--- src/rtl/jump_target_unit.sv ---
// rtl/jump_target_unit.sv - registered PC-target generator with return-address checker stack
module jump_target_unit #(
  parameter int ADDR_W    = 32,
  parameter int SHIFT     = 2,
  parameter int OFF_W     = 16,
  parameter int RAS_DEPTH = 4,
  localparam int INDEX_W  = ADDR_W - 4 - SHIFT
) (
  input  logic               clk,
  input  logic               reset,
  input  logic               req_valid,
  output logic               req_ready,
  input  logic [2:0]         op,
  input  logic [ADDR_W-1:0]  pc,
  input  logic [INDEX_W-1:0] instr_index,
  input  logic [OFF_W-1:0]   offset,
  input  logic [ADDR_W-1:0]  rs_val,
  input  logic               br_taken,
  output logic               tgt_valid,
  input  logic               tgt_ready,
  output logic [ADDR_W-1:0]  tgt_addr,
  output logic [ADDR_W-1:0]  link_addr,
  output logic               ras_hit,
  output logic               ras_empty,
  output logic               op_err
);

  localparam int PTR_W = $clog2(RAS_DEPTH);
  localparam int CNT_W = PTR_W + 1;

  localparam logic [2:0] OP_J   = 3'd0;
  localparam logic [2:0] OP_JAL = 3'd1;
  localparam logic [2:0] OP_BR  = 3'd2;
  localparam logic [2:0] OP_JR  = 3'd3;
  localparam logic [2:0] OP_RET = 3'd4;

  typedef enum logic [1:0] {IDLE, CALC, HOLD} state_t;
  state_t state;

  logic [2:0]         op_q;
  logic [ADDR_W-1:0]  pc_q;
  logic [ADDR_W-1:0]  rs_q;
  logic [INDEX_W-1:0] idx_q;
  logic [OFF_W-1:0]   off_q;
  logic               taken_q;

  logic [ADDR_W-1:0]  ras_mem [RAS_DEPTH];
  logic [PTR_W-1:0]   ras_ptr;
  logic [CNT_W-1:0]   ras_cnt;

  logic [ADDR_W-1:0]  step;
  logic [ADDR_W-1:0]  link;
  logic [ADDR_W-1:0]  sext_off;
  logic [ADDR_W-1:0]  next_tgt;
  logic [ADDR_W-1:0]  top_entry;

  assign step      = ADDR_W'(1) << SHIFT;
  assign link      = pc_q + step;
  assign sext_off  = {{(ADDR_W-OFF_W){off_q[OFF_W-1]}}, off_q};
  // ras_ptr names the next free slot, so the newest entry sits one below it.
  assign top_entry = ras_mem[ras_ptr - PTR_W'(1)];

  always_comb begin
    next_tgt = link;
    case (op_q)
      OP_J, OP_JAL: next_tgt = {pc_q[ADDR_W-1 -: 4], idx_q, {SHIFT{1'b0}}};
      OP_BR:        next_tgt = taken_q ? (link + (sext_off << SHIFT)) : link;
      OP_JR, OP_RET: next_tgt = rs_q;
      default:      next_tgt = link;
    endcase
  end

  always_ff @(posedge clk) begin
    if (reset) begin
      state     <= IDLE;
      req_ready <= 1'b1;
      tgt_valid <= 1'b0;
      tgt_addr  <= '0;
      link_addr <= '0;
      ras_hit   <= 1'b0;
      ras_empty <= 1'b0;
      op_err    <= 1'b0;
      ras_ptr   <= '0;
      ras_cnt   <= '0;
    end else begin
      case (state)
        IDLE: begin
          if (req_valid) begin
            op_q      <= op;
            pc_q      <= pc;
            rs_q      <= rs_val;
            idx_q     <= instr_index;
            off_q     <= offset;
            taken_q   <= br_taken;
            req_ready <= 1'b0;
            state     <= CALC;
          end
        end
        CALC: begin
          tgt_addr  <= next_tgt;
          link_addr <= link;
          op_err    <= (op_q > OP_RET);
          ras_hit   <= 1'b0;
          ras_empty <= 1'b0;
          if (op_q == OP_JAL) begin
            // A full stack wraps and silently drops its oldest entry.
            ras_mem[ras_ptr] <= link;
            ras_ptr          <= ras_ptr + PTR_W'(1);
            if (ras_cnt != CNT_W'(RAS_DEPTH))
              ras_cnt <= ras_cnt + CNT_W'(1);
          end else if (op_q == OP_RET) begin
            if (ras_cnt == '0) begin
              ras_empty <= 1'b1;
            end else begin
              ras_hit <= (top_entry == rs_q);
              ras_ptr <= ras_ptr - PTR_W'(1);
              ras_cnt <= ras_cnt - CNT_W'(1);
            end
          end
          tgt_valid <= 1'b1;
          state     <= HOLD;
        end
        HOLD: begin
          if (tgt_ready) begin
            tgt_valid <= 1'b0;
            req_ready <= 1'b1;
            state     <= IDLE;
          end
        end
        default: begin
          state     <= IDLE;
          req_ready <= 1'b1;
          tgt_valid <= 1'b0;
        end
      endcase
    end
  end

endmodule

--- config.mk ---
export PLATFORM = sky130hd
export DESIGN_NAME = jump_target_unit
export DESIGN_NICKNAME = d
export VERILOG_FILES = /design/src/rtl/jump_target_unit.sv
export SDC_FILE = /design/constraint.sdc
export NUM_CORES = 1
export LEC_CHECK = 0
export CAP_MARGIN = 10
export CELL_PAD_IN_SITES_DETAIL_PLACEMENT = 1
export CELL_PAD_IN_SITES_GLOBAL_PLACEMENT = 2
export CORE_MARGIN = 1
export CORE_UTILIZATION = 38
export DETAILED_ROUTE_END_ITERATION = 10
export MAX_ROUTING_LAYER = met4
export PLACE_DENSITY = 0.81
export SLEW_MARGIN = 20
export SYNTH_ARGS = -nofsm -noshare
export SYNTH_HDL_FRONTEND = slang
export SYNTH_SLANG_ARGS = --single-unit
--- constraint.sdc ---
create_clock -name clk -period 22.4 [get_ports clk]
set_clock_uncertainty 0.05 [all_clocks]
set_input_delay 5.6 -clock clk [delete_from_list [all_inputs] [get_ports clk]]
set_output_delay 5.6 -clock clk [all_outputs]
set_load 0.03 [all_outputs]
After elaboration in Yosys (flattened, before gate mapping)

Memories as Yosys holds them, arrays and structs flattened.
Index checks and enable logic that the tools add are counted.

Bits in writable memories: 128
Memories: 1
Flip-flop bits (word level): 186
Word-level logic and storage cells: 78
Input bits: 114
Output and inout bits: 69

$add $sub $neg: 6
$lt $le $gt $ge: 1
Reductions and logical operators: 12
Mux-type cells: 27
Bitwise logic cells: 3
Eq/ne operators: 12

Memory list:

| memory  | words | width | read ports | clocked after Yosys merged registers in | wr ports | line | text |
|---|---|---|---|---|---|---|---|
| ras_mem | 4     | 32    | 1          | 0                                       | 1        | 47   | `logic [ADDR_W-1:0] ras_mem [RAS_DEPTH];` |

Operators with widths:

| kind                    | count |
|---|---|
| $pmux W32 S3            | 1 |
| $add A32 B3 Y32 const B | 1 |
| $add A32 B32 Y32        | 1 |
| $eq A32 B32 Y1          | 1 |
| $mux W32                | 1 |
| $mux W1                 | 13 |
| $mux W3                 | 4 |
| $mux W2                 | 5 |
| $reduce_and A3 Y1       | 3 |
| $eq A3 B2 Y1 const B    | 2 |
| $logic_not A3 Y1        | 2 |
| $ne A2 B2 Y1 const B    | 3 |
| $pmux W1 S3             | 2 |
| $pmux W2 S3             | 1 |
| $reduce_and A2 Y1       | 2 |
| $reduce_and A4 Y1       | 1 |
| $reduce_or A2 Y1        | 2 |
| $add A3 B1 Y3 const B   | 1 |
| $eq A3 B1 Y1 const B    | 1 |
| $eq A3 B3 Y1 const B    | 1 |
| $gt A3 B3 Y1 const B    | 1 |
| $ne A3 B3 Y1 const B    | 1 |
| $not A1 Y1              | 3 |
| $sub A3 B1 Y3 const B   | 1 |
| 7 further kinds         | 7 |

Depth between registers and ports, before layout

An unclocked memory read counts as a cell.

Depth in word-level cells: 6
Gate-level depth with buffers: 18
Gate-level depth less buffers: 18

Worst setup path before layout

Ideal clock, no wire load.

Path kind: input -> register
Start: in reset
End: reg idx_q[0], enable pin
Arrival time: 17.261 ns
Setup slack: 4.202 ns
Required time: 21.463 ns
Cell stages on the path: 3
Buffers on the path: 2
Setup time: 0.887 ns
Path through: clkbuf_1 clkbuf_1 nor4b_1

Word-level cells in the longest chain between the ends: 2

RTL lines:

| element                     | line | text |
|---|---|---|
| start, declared             | 10   | `input logic reset,` |
| $not A1 Y1 (no line)        | -    |  |
| $reduce_and A3 Y1 (no line) | -    |  |
| end signal, assigned        | 92   | `idx_q <= instr_index;` |
| end, declared               | 43   | `logic [INDEX_W-1:0] idx_q;` |

No other way between the ends.
A chain may end at the register's enable or synchronous reset.

Final worst setup path

Start: in reset
End: reg pc_q[12], enable pin

Word-level cells in the longest chain between the ends: 2

RTL lines:

| element                     | line | text |
|---|---|---|
| $not A1 Y1 (no line)        | -    |  |
| $reduce_and A3 Y1 (no line) | -    |  |
| end signal, assigned        | 90   | `pc_q <= pc;` |
| end, declared               | 41   | `logic [ADDR_W-1:0] pc_q;` |

No other way between the ends.

==> results.md <==
- Result of the run: completed
- Top cell by count, worst path: buf_4
- Filler cells: 3,907
- Largest delay share family, worst path: buffers and inverters
- Routed Antenna Nets: 0
- Tmin final: around 8 ns
- DIE AREA: 38,900 µm²
- Largest net degree at the start of global routing: 83
- Post-synth top cells: edfxtp_1, nor2_1, a21oi_1
- Area leader, netlist: edfxtp_1
- Synthesized area per cell: 12.3 µm²
- Setup Buffers After CTS: 0
- Clk Latency, worst-skew pair: 0.53 ns
- Share of the synthesized area in the top cell type: between 40% and 50%
- Global placement routability congestion: 0.868
- Top-count cell post-synth: edfxtp_1
- Hold buffer count at CTS: 0
- WP data required: 22.49 ns
- Sequential area share after synthesis: 59.8%
- Net count after synthesis: 1,338
- H-tree levels: 2
- Worst Path Buf+Inv: 4
- Fin Setup TNS: 0 ns
- Synth Instances: 1,182
- First-pass GRT wire length: 69.9 mm
- Multi-input logic area: between 5000 and 6000 µm²
- Critical Setup Path Class: in2reg
- Routed len/inst: 24.7 µm
- Pwr Density: 79.3 nW/µm²
- Critical Path End Type: register
- Drt drc: 0
- CTS tree: done
- All-layer global routing usage: between 20% and 30%
- CTS Buf Count: 36
- Initial drt markers: 781
- Fin nets: 1,516
- RSZ-0062 raised after global routing: false
- Vias post-DR: roughly 11,000
- IO buf count: 182
- Pins Over Slew Limit: 0
- Worst slew pin tran: 1.18 ns
- Post-DP HPWL: 32.4 mm
- Share of layout cells above drive strength 1: 9.81%
- Root Driver: clkbuf_16
- Post-Syn Area: 14,500 µm²
- VDD IR max: 0.0677 mV
- Initial Util: 38.6%
- Vias in the first global route: approximately 11,000
- Initial antenna violation count: 1
- Yosys reg bits: between 300 and 400
- Top cells by area, synth: edfxtp_1, dfxtp_1, mux4_2
- Synth warnings: 0
- Relative slew slack: a little over a fifth
- Antenna diode count: 0
- FF+latch area: 8670 µm²
- Leak Pwr: around 0.0062 µW
- Hold Violations, Final: 0
- Worst min-delay path class: reg2reg
- Clock Path Buffers: 3
- # IOs: 183
- Util after Layout: 48.1%
- CP cell instances: buf_2 -> buf_4 -> nor4b_2 -> buf_4 -> buf_4
- Crit Path Max Fanout: 60
- Resized cells post-CTS: 0
- Area Growth Syn to Fin: 24.8%
- Setup violations, final: 0
- Clock Pin Slew Worst Setup and Hold Paths: about 0.060 ns
- Maxcap violations: 0
- Synth Flop Type: edfxtp_1
- Die height: ~200 µm
- Startpoint Class: input pin
- Congestion Overflow GR: 0
- EDFF count, synth: ~240
- Num rows: just over 70
- CP max-delay cell: buf_4
- Achievable Freq: between 0.1 and 0.15 GHz
- Total iterations of the first detailed-routing run: 5
- Chip width: 197 µm
- Cell variety after synth: 73
- Core area: approximately 38,000 µm²
- CP max stage delay: 0.72 ns
- DR vias/cell: approximately 5.6
- Ys async rst share: 0%
- WP data arrival: 8.02 ns
- Clock Sinks: about 310
- Fin crit share: a little over a third
- Final wirelength: about 47 mm
## worst min-delay path, stage by stage, from the launching register on
cell and delay (ns):
dfxtp_1 0.31, nand2_1 0.05, a21oi_1 0.05
## sequential cells by signal, indices dropped and copies added (netlist names)
signal	count
op_err	1
ras_mem	128
ras_ptr	2
rs_q	32
ras_empty	1
state	2
ras_hit	1
tgt_addr	32
op_q	3
pc_q	32
link_addr	32
idx_q	26
ras_cnt	3
tgt_valid	1
off_q	16
req_ready	1
taken_q	1
## report_power, final
part | leakage [µW] | total, µW | internal [µW] | switching [µW]
logic | 0.00278 | 165 | 67.1 | 97.8
clock network | 0.000594 | 608 | 367 | 241
registers | 0.00279 | 661 | 645 | 15.9
total | 0.00616 | 1430 | 1080 | 355
## cell type report
type | count | area share, %
flip-flops and latches | 314 | 47.9
clock inverters | 22 | 1.36
clock buffers | 42 | 5.33
multi-input cells | 764 | 30.1
inverters | 43 | 0.892
well taps | 511 | 3.53
repair buffers | 201 | 10.8
## cell families after synthesis
family                   share of synthesized area (%)
AND/OR/NAND/NOR                                   9.65
multiplexers                                      5.32
AO/OA/AOI/OAI                                     13.7
XOR/XNOR                                          5.07
adder cells (fa/ha/maj)                           3.73
flip-flops                                        59.8
buffers and inverters                             2.80
## worst paths after layout
path,start,end,slack (ns),depth (start not counted)
setup / recovery,reset,pc_q[12]$_DFFE_PP_,14.47,5
hold / removal,ras_hit$_SDFFE_PP0P_,ras_hit$_SDFFE_PP0P_,0.40,2
setup reg to reg,pc_q[2]$_DFFE_PP_,tgt_addr[29]$_SDFFE_PP0P_,16.76,17
hold reg to reg,ras_hit$_SDFFE_PP0P_,ras_hit$_SDFFE_PP0P_,0.40,2
## metrics by stage
| stage | power [µW] | instance area (µm²) | std cells | hold slack, ns | setup WS, ns |
|---|---|---|---|---|---|
| global route | 1480 | 18100 | 1897 | 0.427 | 14.32 |
| global placement | 833 | 16900 | 1833 | 0.397 | 14.03 |
| floorplan | 764 | 14500 | 1182 | 0.427 | 4.20 |
| CTS | 1450 | 18100 | 1897 | 0.402 | 14.50 |
| finish | 1430 | 18100 | 1897 | 0.402 | 14.47 |
| detailed placement | 837 | 16900 | 1833 | 0.396 | 13.94 |
## cell usage in the layout (no fill, tap or decap), types with 39 or more instances in the layout
master           count
dfxtp_1             75
nor2_1             104
a21oi_1             86
inv_1               41
o21ai_0             55
clkdlybuf4s50_1    181
edfxtp_1           238
nand2_1             82
xor2_1              42
ha_1                39
xnor2_1             42
## metal layers
metal / wire length (µm) / track usage [%] / up-vias / part of all wire (%)
met5: 0 / - / - / 0
li1: - / - / 4838 / -
met4: 1290 / 7.72 / 0 / 2.7
met2: 21600 / 38.9 / 380 / 46
met1: 20500 / 33.7 / 5331 / 44
met3: 3420 / 4.52 / 88 / 7.3
No activity file was read; power rests on OpenSTA's default activity.
